File: config.mk
export PLATFORM = sky130hd
export DESIGN_NAME = blockram_access_ctrl_flat
export DESIGN_NICKNAME = d
export VERILOG_FILES = /design/src/rtl/blockram_access_ctrl_if.sv /design/src/rtl/blockram_access_ctrl.sv /design/src/flat_wrapper.sv
export SDC_FILE = /design/constraint.sdc
export NUM_CORES = 1
export LEC_CHECK = 0
export BUFFER_PORTS_ARGS = -buffer_cell sky130_fd_sc_hd__buf_2
export CAP_MARGIN = 30
export CORE_ASPECT_RATIO = 1.5
export CORE_MARGIN = 3
export CORE_UTILIZATION = 33
export DETAILED_ROUTE_END_ITERATION = 6
export GPL_ROUTABILITY_DRIVEN = 0
export MAX_ROUTING_LAYER = met4
export SLEW_MARGIN = 0
export SYNTH_ARGS = -nofsm -noshare
export SYNTH_HDL_FRONTEND = slang
export SYNTH_SLANG_ARGS = --single-unit
File: constraint.sdc
create_clock -name clk_in -period 2.8 [get_ports clk_in]
set_clock_uncertainty 0.2 [all_clocks]
set_input_delay 0.28 -clock clk_in [delete_from_list [all_inputs] [get_ports clk_in]]
set_output_delay 0.28 -clock clk_in [all_outputs]
set_load 0.05 [all_outputs]
File: src/rtl/blockram_access_ctrl_if.sv
// Request/response bundle between a requester and blockram_access_ctrl.
// Carries the read request/response, the write request and the
// writeback (evict) stream toward the next memory level.
//   master : requester side (drives requests, consumes responses/writebacks)
//   slave  : controller side
interface blockram_access_ctrl_if #(
  parameter int ELEMENT_WIDTH = 64,
  parameter int SET_PTR_WIDTH = 6
);
  logic                     rd_req_valid_in;
  logic                     rd_req_ready_out;
  logic [SET_PTR_WIDTH-1:0] rd_req_addr_in;
  logic                     rd_resp_valid_out;
  logic [ELEMENT_WIDTH-1:0] rd_resp_data_out;
  logic                     wr_req_valid_in;
  logic                     wr_req_ready_out;
  logic [SET_PTR_WIDTH-1:0] wr_req_addr_in;
  logic [ELEMENT_WIDTH-1:0] wr_req_data_in;
  logic                     wb_valid_out;
  logic                     wb_ready_in;
  logic [SET_PTR_WIDTH-1:0] wb_addr_out;
  logic [ELEMENT_WIDTH-1:0] wb_data_out;

  modport master (
    output rd_req_valid_in, rd_req_addr_in,
    output wr_req_valid_in, wr_req_addr_in, wr_req_data_in,
    output wb_ready_in,
    input  rd_req_ready_out, rd_resp_valid_out, rd_resp_data_out,
    input  wr_req_ready_out,
    input  wb_valid_out, wb_addr_out, wb_data_out
  );

  modport slave (
    input  rd_req_valid_in, rd_req_addr_in,
    input  wr_req_valid_in, wr_req_addr_in, wr_req_data_in,
    input  wb_ready_in,
    output rd_req_ready_out, rd_resp_valid_out, rd_resp_data_out,
    output wr_req_ready_out,
    output wb_valid_out, wb_addr_out, wb_data_out
  );
endinterface

File: src/rtl/blockram_access_ctrl.sv
// Request-side controller for the dual-port set blockram.
// Accepts reads/writes over valid/ready, returns 1-cycle-latency read
// responses (with same-cycle write bypass), tracks per-set valid bits and
// queues evicted valid elements into a writeback FIFO.
// Ports:
//   clk_in, reset_n_in    : clock, synchronous active-low reset
//   bus (slave)           : read req/resp, write req, writeback stream
//   ram_read_*            : blockram registered read port
//   ram_write_*           : blockram write port
//   ram_evict_element_in  : blockram evict data, valid the cycle after a write
module blockram_access_ctrl #(
  parameter int ELEMENT_WIDTH = 64,
  parameter int NUMBER_SETS   = 64,
  parameter int SET_PTR_WIDTH = 6,
  parameter int WB_FIFO_DEPTH = 4,
  parameter int WB_PTR_WIDTH  = 2
) (
  input  logic                     clk_in,
  input  logic                     reset_n_in,
  blockram_access_ctrl_if.slave    bus,
  output logic                     ram_read_en_out,
  output logic [SET_PTR_WIDTH-1:0] ram_read_set_addr_out,
  input  logic [ELEMENT_WIDTH-1:0] ram_read_element_in,
  output logic                     ram_write_en_out,
  output logic [SET_PTR_WIDTH-1:0] ram_write_set_addr_out,
  output logic [ELEMENT_WIDTH-1:0] ram_write_element_out,
  input  logic [ELEMENT_WIDTH-1:0] ram_evict_element_in
);

  localparam int OCC_W  = WB_PTR_WIDTH + 2;
  localparam int ENTRY_W = SET_PTR_WIDTH + ELEMENT_WIDTH;

  logic                     rd_fire, wr_fire, same_addr;
  logic                     push, pop;
  logic [OCC_W-1:0]         occupancy;

  logic                     rd_resp_valid_q;
  logic                     bypass_q;
  logic [ELEMENT_WIDTH-1:0] bypass_data_q;
  logic                     evict_pending_q;
  logic [SET_PTR_WIDTH-1:0] evict_addr_q;
  logic                     old_valid_q;
  logic [NUMBER_SETS-1:0]   set_valid_q;

  logic [ENTRY_W-1:0]       fifo_q [WB_FIFO_DEPTH];
  logic [WB_PTR_WIDTH-1:0]  wr_ptr_q, wr_ptr_d;
  logic [WB_PTR_WIDTH-1:0]  rd_ptr_q, rd_ptr_d;
  logic [WB_PTR_WIDTH:0]    count_q, count_d;

  // Handshake. The pending eviction is counted even if the old element
  // turns out invalid, so a push can never land in a full FIFO.
  assign occupancy            = OCC_W'(count_q) + OCC_W'(evict_pending_q);
  assign bus.rd_req_ready_out = reset_n_in;
  assign bus.wr_req_ready_out = reset_n_in && (occupancy < OCC_W'(WB_FIFO_DEPTH));
  assign rd_fire              = bus.rd_req_valid_in & bus.rd_req_ready_out;
  assign wr_fire              = bus.wr_req_valid_in & bus.wr_req_ready_out;
  assign same_addr            = (bus.rd_req_addr_in == bus.wr_req_addr_in);

  // Blockram drive. Writes only commit under read_en, so a write-only
  // cycle also raises read_en, addressed at the write set.
  assign ram_write_en_out       = wr_fire;
  assign ram_read_en_out        = rd_fire | wr_fire;
  assign ram_read_set_addr_out  = rd_fire ? bus.rd_req_addr_in : bus.wr_req_addr_in;
  assign ram_write_set_addr_out = bus.wr_req_addr_in;
  assign ram_write_element_out  = bus.wr_req_data_in;

  // Read response: RAM returns the pre-write value on a same-cycle hazard,
  // so the registered write data is substituted.
  assign bus.rd_resp_valid_out = rd_resp_valid_q;
  assign bus.rd_resp_data_out  = bypass_q ? bypass_data_q : ram_read_element_in;

  // Writeback FIFO head.
  assign bus.wb_valid_out                  = (count_q != '0);
  assign {bus.wb_addr_out, bus.wb_data_out} = fifo_q[rd_ptr_q];

  always_comb begin
    push     = evict_pending_q & old_valid_q;
    pop      = bus.wb_valid_out & bus.wb_ready_in;
    wr_ptr_d = wr_ptr_q;
    rd_ptr_d = rd_ptr_q;
    count_d  = count_q;
    if (push) wr_ptr_d = wr_ptr_q + WB_PTR_WIDTH'(1);
    if (pop)  rd_ptr_d = rd_ptr_q + WB_PTR_WIDTH'(1);
    case ({push, pop})
      2'b10:   count_d = count_q + (WB_PTR_WIDTH+1)'(1);
      2'b01:   count_d = count_q - (WB_PTR_WIDTH+1)'(1);
      default: count_d = count_q;
    endcase
  end

  always_ff @(posedge clk_in) begin
    if (!reset_n_in) begin
      rd_resp_valid_q <= 1'b0;
      bypass_q        <= 1'b0;
      bypass_data_q   <= '0;
      evict_pending_q <= 1'b0;
      evict_addr_q    <= '0;
      old_valid_q     <= 1'b0;
      set_valid_q     <= '0;
      wr_ptr_q        <= '0;
      rd_ptr_q        <= '0;
      count_q         <= '0;
    end else begin
      rd_resp_valid_q <= rd_fire;
      bypass_q        <= rd_fire & wr_fire & same_addr;
      if (wr_fire) bypass_data_q <= bus.wr_req_data_in;
      evict_pending_q <= wr_fire;
      if (wr_fire) begin
        evict_addr_q                    <= bus.wr_req_addr_in;
        old_valid_q                     <= set_valid_q[bus.wr_req_addr_in];
        set_valid_q[bus.wr_req_addr_in] <= 1'b1;
      end
      wr_ptr_q <= wr_ptr_d;
      rd_ptr_q <= rd_ptr_d;
      count_q  <= count_d;
    end
  end

  // FIFO storage needs no reset: entries are only visible while count_q != 0.
  always_ff @(posedge clk_in) begin
    if (push) fifo_q[wr_ptr_q] <= {evict_addr_q, ram_evict_element_in};
  end

endmodule

File: src/flat_wrapper.sv
// flat-port wrapper written by rule: the top's interface ports become plain ports
module blockram_access_ctrl_flat 
#(
  parameter int ELEMENT_WIDTH = 64,
  parameter int NUMBER_SETS   = 64,
  parameter int SET_PTR_WIDTH = 6,
  parameter int WB_FIFO_DEPTH = 4,
  parameter int WB_PTR_WIDTH  = 2
)
  (clk_in, reset_n_in, ram_read_en_out, ram_read_set_addr_out, ram_read_element_in, ram_write_en_out, ram_write_set_addr_out, ram_write_element_out, ram_evict_element_in, bus_rd_req_valid_in, bus_rd_req_addr_in, bus_wr_req_valid_in, bus_wr_req_addr_in, bus_wr_req_data_in, bus_wb_ready_in, bus_rd_req_ready_out, bus_rd_resp_valid_out, bus_rd_resp_data_out, bus_wr_req_ready_out, bus_wb_valid_out, bus_wb_addr_out, bus_wb_data_out);
  blockram_access_ctrl_if #(.ELEMENT_WIDTH(ELEMENT_WIDTH), .SET_PTR_WIDTH(SET_PTR_WIDTH)) bus_i ();
  input  logic clk_in;
  input  logic reset_n_in;
  output logic ram_read_en_out;
  output logic [SET_PTR_WIDTH-1:0] ram_read_set_addr_out;
  input  logic [ELEMENT_WIDTH-1:0] ram_read_element_in;
  output logic ram_write_en_out;
  output logic [SET_PTR_WIDTH-1:0] ram_write_set_addr_out;
  output logic [ELEMENT_WIDTH-1:0] ram_write_element_out;
  input  logic [ELEMENT_WIDTH-1:0] ram_evict_element_in;
  input wire logic [$bits(bus_i.rd_req_valid_in)-1:0] bus_rd_req_valid_in;
  input wire logic [$bits(bus_i.rd_req_addr_in)-1:0] bus_rd_req_addr_in;
  input wire logic [$bits(bus_i.wr_req_valid_in)-1:0] bus_wr_req_valid_in;
  input wire logic [$bits(bus_i.wr_req_addr_in)-1:0] bus_wr_req_addr_in;
  input wire logic [$bits(bus_i.wr_req_data_in)-1:0] bus_wr_req_data_in;
  input wire logic [$bits(bus_i.wb_ready_in)-1:0] bus_wb_ready_in;
  output wire logic [$bits(bus_i.rd_req_ready_out)-1:0] bus_rd_req_ready_out;
  output wire logic [$bits(bus_i.rd_resp_valid_out)-1:0] bus_rd_resp_valid_out;
  output wire logic [$bits(bus_i.rd_resp_data_out)-1:0] bus_rd_resp_data_out;
  output wire logic [$bits(bus_i.wr_req_ready_out)-1:0] bus_wr_req_ready_out;
  output wire logic [$bits(bus_i.wb_valid_out)-1:0] bus_wb_valid_out;
  output wire logic [$bits(bus_i.wb_addr_out)-1:0] bus_wb_addr_out;
  output wire logic [$bits(bus_i.wb_data_out)-1:0] bus_wb_data_out;
  assign bus_i.rd_req_valid_in = bus_rd_req_valid_in;
  assign bus_i.rd_req_addr_in = bus_rd_req_addr_in;
  assign bus_i.wr_req_valid_in = bus_wr_req_valid_in;
  assign bus_i.wr_req_addr_in = bus_wr_req_addr_in;
  assign bus_i.wr_req_data_in = bus_wr_req_data_in;
  assign bus_i.wb_ready_in = bus_wb_ready_in;
  assign bus_rd_req_ready_out = bus_i.rd_req_ready_out;
  assign bus_rd_resp_valid_out = bus_i.rd_resp_valid_out;
  assign bus_rd_resp_data_out = bus_i.rd_resp_data_out;
  assign bus_wr_req_ready_out = bus_i.wr_req_ready_out;
  assign bus_wb_valid_out = bus_i.wb_valid_out;
  assign bus_wb_addr_out = bus_i.wb_addr_out;
  assign bus_wb_data_out = bus_i.wb_data_out;
  blockram_access_ctrl #(.ELEMENT_WIDTH(ELEMENT_WIDTH), .NUMBER_SETS(NUMBER_SETS), .SET_PTR_WIDTH(SET_PTR_WIDTH), .WB_FIFO_DEPTH(WB_FIFO_DEPTH), .WB_PTR_WIDTH(WB_PTR_WIDTH)) u_core (.clk_in(clk_in), .reset_n_in(reset_n_in), .bus(bus_i), .ram_read_en_out(ram_read_en_out), .ram_read_set_addr_out(ram_read_set_addr_out), .ram_read_element_in(ram_read_element_in), .ram_write_en_out(ram_write_en_out), .ram_write_set_addr_out(ram_write_set_addr_out), .ram_write_element_out(ram_write_element_out), .ram_evict_element_in(ram_evict_element_in));
endmodule
==> run metrics, run 1 <==
DP Wirelength 30000 µm; CTS max path bufs 3; Pre-antenna DRT Iters 6; cells after synthesis 1184; flops & latches, synth 427; fin crit period 2.62 ns; Max FO, Critical Path 65; syn nets 1399; FFs w/ async S/R, synth 0%; most area-hungry cell type in the Yosys netlist edfxtp_1; detailed-route DRC error count 0; leading post-synthesis cells by cell area edfxtp_1 (48%), dfxtp_1 (17%), mux4_2 (10%), mux2_2 (4.5%), buf_4 (3.3%); WP data required 2.32 ns; worst hold path type input port to flop; leak pwr 8.30 nW; overall power 0.0138 W; worst relative slew slack 45.9%; Worst-Skew Late Latency 0.55 ns; # clock sinks 427; CP arrival 2.14 ns; H-Tree Depth 2; wire per inst 18.7 µm; initial drt markers 542; Die Wd 194 µm; endpoints failing setup 0; power per cell area 610 mW/mm²; crit path kind flop to primary output; Post-layout nets 1890; antenna viol nets, final 0; R2R cell count 7; I/O pin cnt 425; number of synthesized flops with an enable pin 280; Area Growth Syn to Fin 29.6%; Ys Warns 0; Cells on Worst Hold Path 3; Max Clk Rate 382 MHz; root buffer cell clkbuf_16; CTS tree done; clk slew on worst S/H paths 0.06 ns; vias in the first global route 12200; share of cells above drive strength 1 39.6%; status completed; Initial Utilization 33.6%; RSZ-0062 raised after global routing no; Slew @ Worst Pin 0.806 ns; Startpoint Class flop; Total GRT Usage 15.9%; Seq/Total Area, Yosys 65.0%; via count 11300; vias per inst 4.72; global-route wire length before repair 68000 µm; Max VDD drop 0.395 mV; Design Area, Final 0.0226 mm²; Site Rows 102; Die Y 288 µm; largest net degree at the start of global routing 86; Die ar. 0.0558 mm²; Core ar. 0.0519 mm²; Syn Std Cell Area 0.0175 mm²; Final Hold Fails 0; commonest cells in the netlist edfxtp_1 (280), nand2_1 (150), dfxtp_1 (147); initial antenna violation count 2; dominant synthesized flop cell edfxtp_1; number of port buffers 424; synthesized area per cell 14.8 µm²; fin crit share 93.6%; Max Cap Viol 0; CTS buffer count 41; DRT Wirelength 44600 µm; # fillers 4697; critical path endpoint category primary output; cell with the most instances after synthesis edfxtp_1; dpl cell area 0.0199 mm²; Netlist cell types 46; area share of the largest cell type after synthesis 48.1%; Slew Limit Fails 0; GRT overflow 0
==> layer usage <==
layer  part of all wire, %  wire length, µm  up-vias  global-route usage [%]
met3                   4.9             2200       83                    2.61
met2                    51            22900      374                    27.7
met4                   3.6             1590        0                    6.43
met5                     0                0        -                       -
met1                    40            17900     5530                    18.4
li1                      -                -     5267                       -
==> flip-flops by register name, indices dropped and copies added, names as in the netlist, named ones only <==
signal / count
u_core.bus.rd_resp_valid_out: 1
u_core.count_q: 3
u_core.bypass_data_q: 64
u_core.evict_pending_q: 1
u_core.evict_addr_q: 6
u_core.rd_ptr_q: 2
u_core.old_valid_q: 1
u_core.bypass_q: 1
u_core.fifo_q: 280
u_core.set_valid_q: 64
u_core.wr_ptr_q: 2
==> worst paths after layout <==
check                                            start                      endpoint  slack [ns]
worst max-delay path                 u_core.count_q[2]              ram_write_en_out        0.18
worst min-delay path                        reset_n_in  u_core.bus.rd_resp_valid_out        0.05
worst min register to register  u_core.set_valid_q[44]        u_core.set_valid_q[44]        0.26
worst max register to register       u_core.count_q[2]      u_core.bypass_data_q[49]        0.47
==> cell families after synthesis <==
logic type,Yosys count,share of synthesized area [%]
compound gates,159,6.57
xor+xnor,11,0.551
mux,160,15.4
flops,427,65.0
fa+ha+maj,6,0.473
simple gates,264,6.75
buf+inv,157,5.28
==> cells in the final DEF, fill, tap and decap left out, types with 11 or more instances in the layout <==
cell type,n
o21a_1,56
mux2_2,70
buf_2,422
dfxtp_1,144
edfxtp_1,280
a21boi_0,72
nor2_1,62
inv_1,12
buf_4,17
dlygate4sd3_1,139
nand2_1,150
clkbuf_16,41
mux4_2,80
buf_12,11
==> critical path, stage by stage, from the launching register on <==
cell and delay, ns:
dfxtp_1 0.33, and2b_4 0.26, nand3_4 0.18, inv_4 0.23, buf_16 0.26, clkbuf_4 0.30
==> per-stage QoR <==
stage                     setup slack (ns)  hold slack, ns  TNS (ns)  util [%]  std cells
final                                0.179          0.0534         0      43.6       2383
after global routing                0.0109          0.0569         0      43.6       2383
after CTS                           0.0114          0.0107         0      43.5       2381
after detailed placement             0.554           0.247         0      38.4       2168
after global placement               0.550           0.242         0      38.4       2168
after floorplan                    -0.0401           0.179     -5.61         -       1184
==> report_power, final <==
part | internal, W | total [W] | switching [W]
combinational | 0.000595 | 0.00169 | 0.00110
sequential | 0.00678 | 0.00683 | 0.0000530
clock | 0.00292 | 0.00527 | 0.00235
==> repair_timing <==
item	4_1_cts	5_1_grt
buffers inserted	1	0
hold buffers	139	0
gates resized for setup	0	4
setup endpoints to repair	45	1
gates cloned	0	0
endpoints found under the hold margin	329	0
==> layout make-up <==
cell class                 count  area [µm²]  share of cell area, %
clock buffer                  47        1060                   4.68
inverter                      14        55.1                  0.243
clock inverter                26         211                  0.934
timing repair buffer         591        3890                   17.2
antenna                        2        5.00                 0.0221
sequential                   427       11400                   50.2
multi-input combinational    600        5220                   23.0
tap                          676         846                   3.74
No activity file was read; power rests on OpenSTA's default activity.
==> run 2: changes to the inputs <==
==> constraint.sdc (replaced) <==
create_clock -name clk_in -period 2.8 [get_ports clk_in]
set_clock_uncertainty 0.2 [all_clocks]
set_input_delay 0.28 -clock clk_in [delete_from_list [all_inputs] [get_ports clk_in]]
set_output_delay 0.28 -clock clk_in [all_outputs]
set_load 0.005 [all_outputs]
==> run 2 against run 1 <==
Core utilization hardly changed. Worst setup slack better by 0.0082 ns. Critical endpoint unchanged. Critical path depth grew 2. Critical path type is now input port to primary output. Highest routed layer unchanged.
==> run metrics, run 2 (synthesized netlist as in run 1, its figures left out) <==
status completed; worst hold path type input port to flop; initial antenna violation count 3; Max Clk Rate 383 MHz; post-cts sizing count 0; Top Family by Delay on Critical Path buffers and inverters; Total GRT Usage 15.8%; Cells on Worst Hold Path 4; wire per inst 18.8 µm; CP arrival 2.13 ns; Largest regs u_core.fifo_q x280, u_core.bypass_data_q x64, u_core.set_valid_q x64; Int Power 0.0102 W; Core ar. 0.0519 mm²; worst path bufs/invs 5; Initial Utilization 33.6%; fin crit period 2.61 ns; critical path endpoint category primary output; leak pwr 8.30 nW; Pre-antenna DRT Iters 5; share of cells above drive strength 1 39.6%; Reg power frac 52.0%; # clock sinks 427; Max VDD drop 0.381 mV; Area Growth Syn to Fin 29.5%; overall power 0.0131 W; Die Wd 194 µm; number of port buffers 424; total negative slack 0 ns; via count 11400; Site Rows 102; GRT overflow 0; WP data required 2.32 ns; Slew Limit Fails 0; H-Tree Depth 2; CP peak stage delay 0.53 ns; Die Y 288 µm; most flop-heavy register u_core.fifo_q; clock network power share 39.6%; # fillers 4683; commonest non-fill, non-tap cell in the layout buf_2; endpoints failing setup 0; initial drt markers 513; R2R cell count 8; Core Util, Final 43.5%; Levels on crit path 7; power per cell area 581 mW/mm²; DP Wirelength 30100 µm; combinational power share 8.4%; CTS tree done; crit path cell chain dlygate4sd3_1 > buf_4 > and2b_4 > nand3_4 > inv_2 > buf_12 > buf_2; fin crit share 93.3%; root buffer cell clkbuf_16; CTS buffer count 42; crit path kind input port to primary output; Max stage delay cell, worst path dlygate4sd3_1; worst relative slew slack 44.3%; Startpoint Class input port; antenna viol nets, final 0; Die ar. 0.0558 mm²; DRT Wirelength 44800 µm; Post-layout nets 1888; I/O pin cnt 425; Max Cap Viol 0; leading cell types in the layout, fill and taps excluded buf_2 (423), edfxtp_1 (280), nand2_1 (150); Max FO, Critical Path 69; vias per inst 4.77; Worst-Skew Late Latency 0.54 ns; RSZ-0062 raised after global routing no; max FFs per register 280; detailed-route DRC error count 0; clk slew on worst S/H paths 0.06 ns; vias in the first global route 12000; global-route wire length before repair 67900 µm; Slew @ Worst Pin 0.836 ns; CTS max path bufs 3; switching share of power 22.1%; NetSw 0.00290 W; Final Hold Fails 0; largest net degree at the start of global routing 123
-- run 2: final timing paths --
| kind | start | endpoint | slack, ns |
|---|---|---|---|
| setup reg to reg | u_core.count_q[0] | u_core.count_q[2] | 0.55 |
| hold reg to reg | u_core.bypass_data_q[17] | u_core.bypass_data_q[17] | 0.26 |
| hold / removal | bus_wr_req_addr_in[4] | u_core.set_valid_q[32] | 0.05 |
| setup / recovery | reset_n_in | ram_write_en_out | 0.19 |
-- run 2: layer usage --
metal,GRT usage (%),vias up,wire [µm]
li1,-,5268,-
met1,18.4,5640,17700
met4,6.13,0,1560
met3,2.44,83,2120
met5,-,-,0
met2,27.7,383,23300
-- run 2: timing repair --
action                     in CTS  in global routing
setup endpoints to repair       0                 30
buffers inserted                0                  1
hold endpoints to repair      346                  0
hold buffers                  134                  0
-- run 2: per-stage QoR --
stage	hold slack [ns]	instances	area, µm²	worst slack, ns
2_1_floorplan	0.179	1184	17500	-0.0401
6_report	0.0521	2384	22600	0.187
3_5_place_dp	0.249	2170	20000	0.552
3_3_place_gp	0.242	2170	20000	0.632
4_1_cts	0.0256	2380	22600	0.0372
5_1_grt	0.0495	2384	22600	0.0614
-- run 2: area by class of cell --
cell class,count,area [µm²],area share (%)
Sequential cell,427,11400,50.2
Multi-Input combinational cell,600,5220,23.1
Timing Repair Buffer,588,3880,17.2
Clock buffer,53,1120,4.97
Tap cell,676,846,3.74
Clock inverter,23,130,0.575
Inverter,14,52.6,0.232
Antenna cell,3,7.51,0.0332
-- run 2: worst register-to-register path, cell delays in order, from the launching register on --
cell      delay [ns]
dfxtp_1         0.38
or3_1           0.14
and2_1          0.18
ha_1            0.22
inv_1           0.07
fa_1            0.37
xor2_1          0.16
or3_1           0.30
a21boi_0        0.15
-- run 2: power groups by stage --
stage	Clock, W	Combinational [W]	Sequential, W
after global placement	0	0.000930	0.00698
after detailed placement	0	0.000945	0.00698
final	0.00520	0.00110	0.00684
after floorplan	0	0.000535	0.00695
after CTS	0.00540	0.00110	0.00685
after global routing	0.00564	0.00120	0.00684
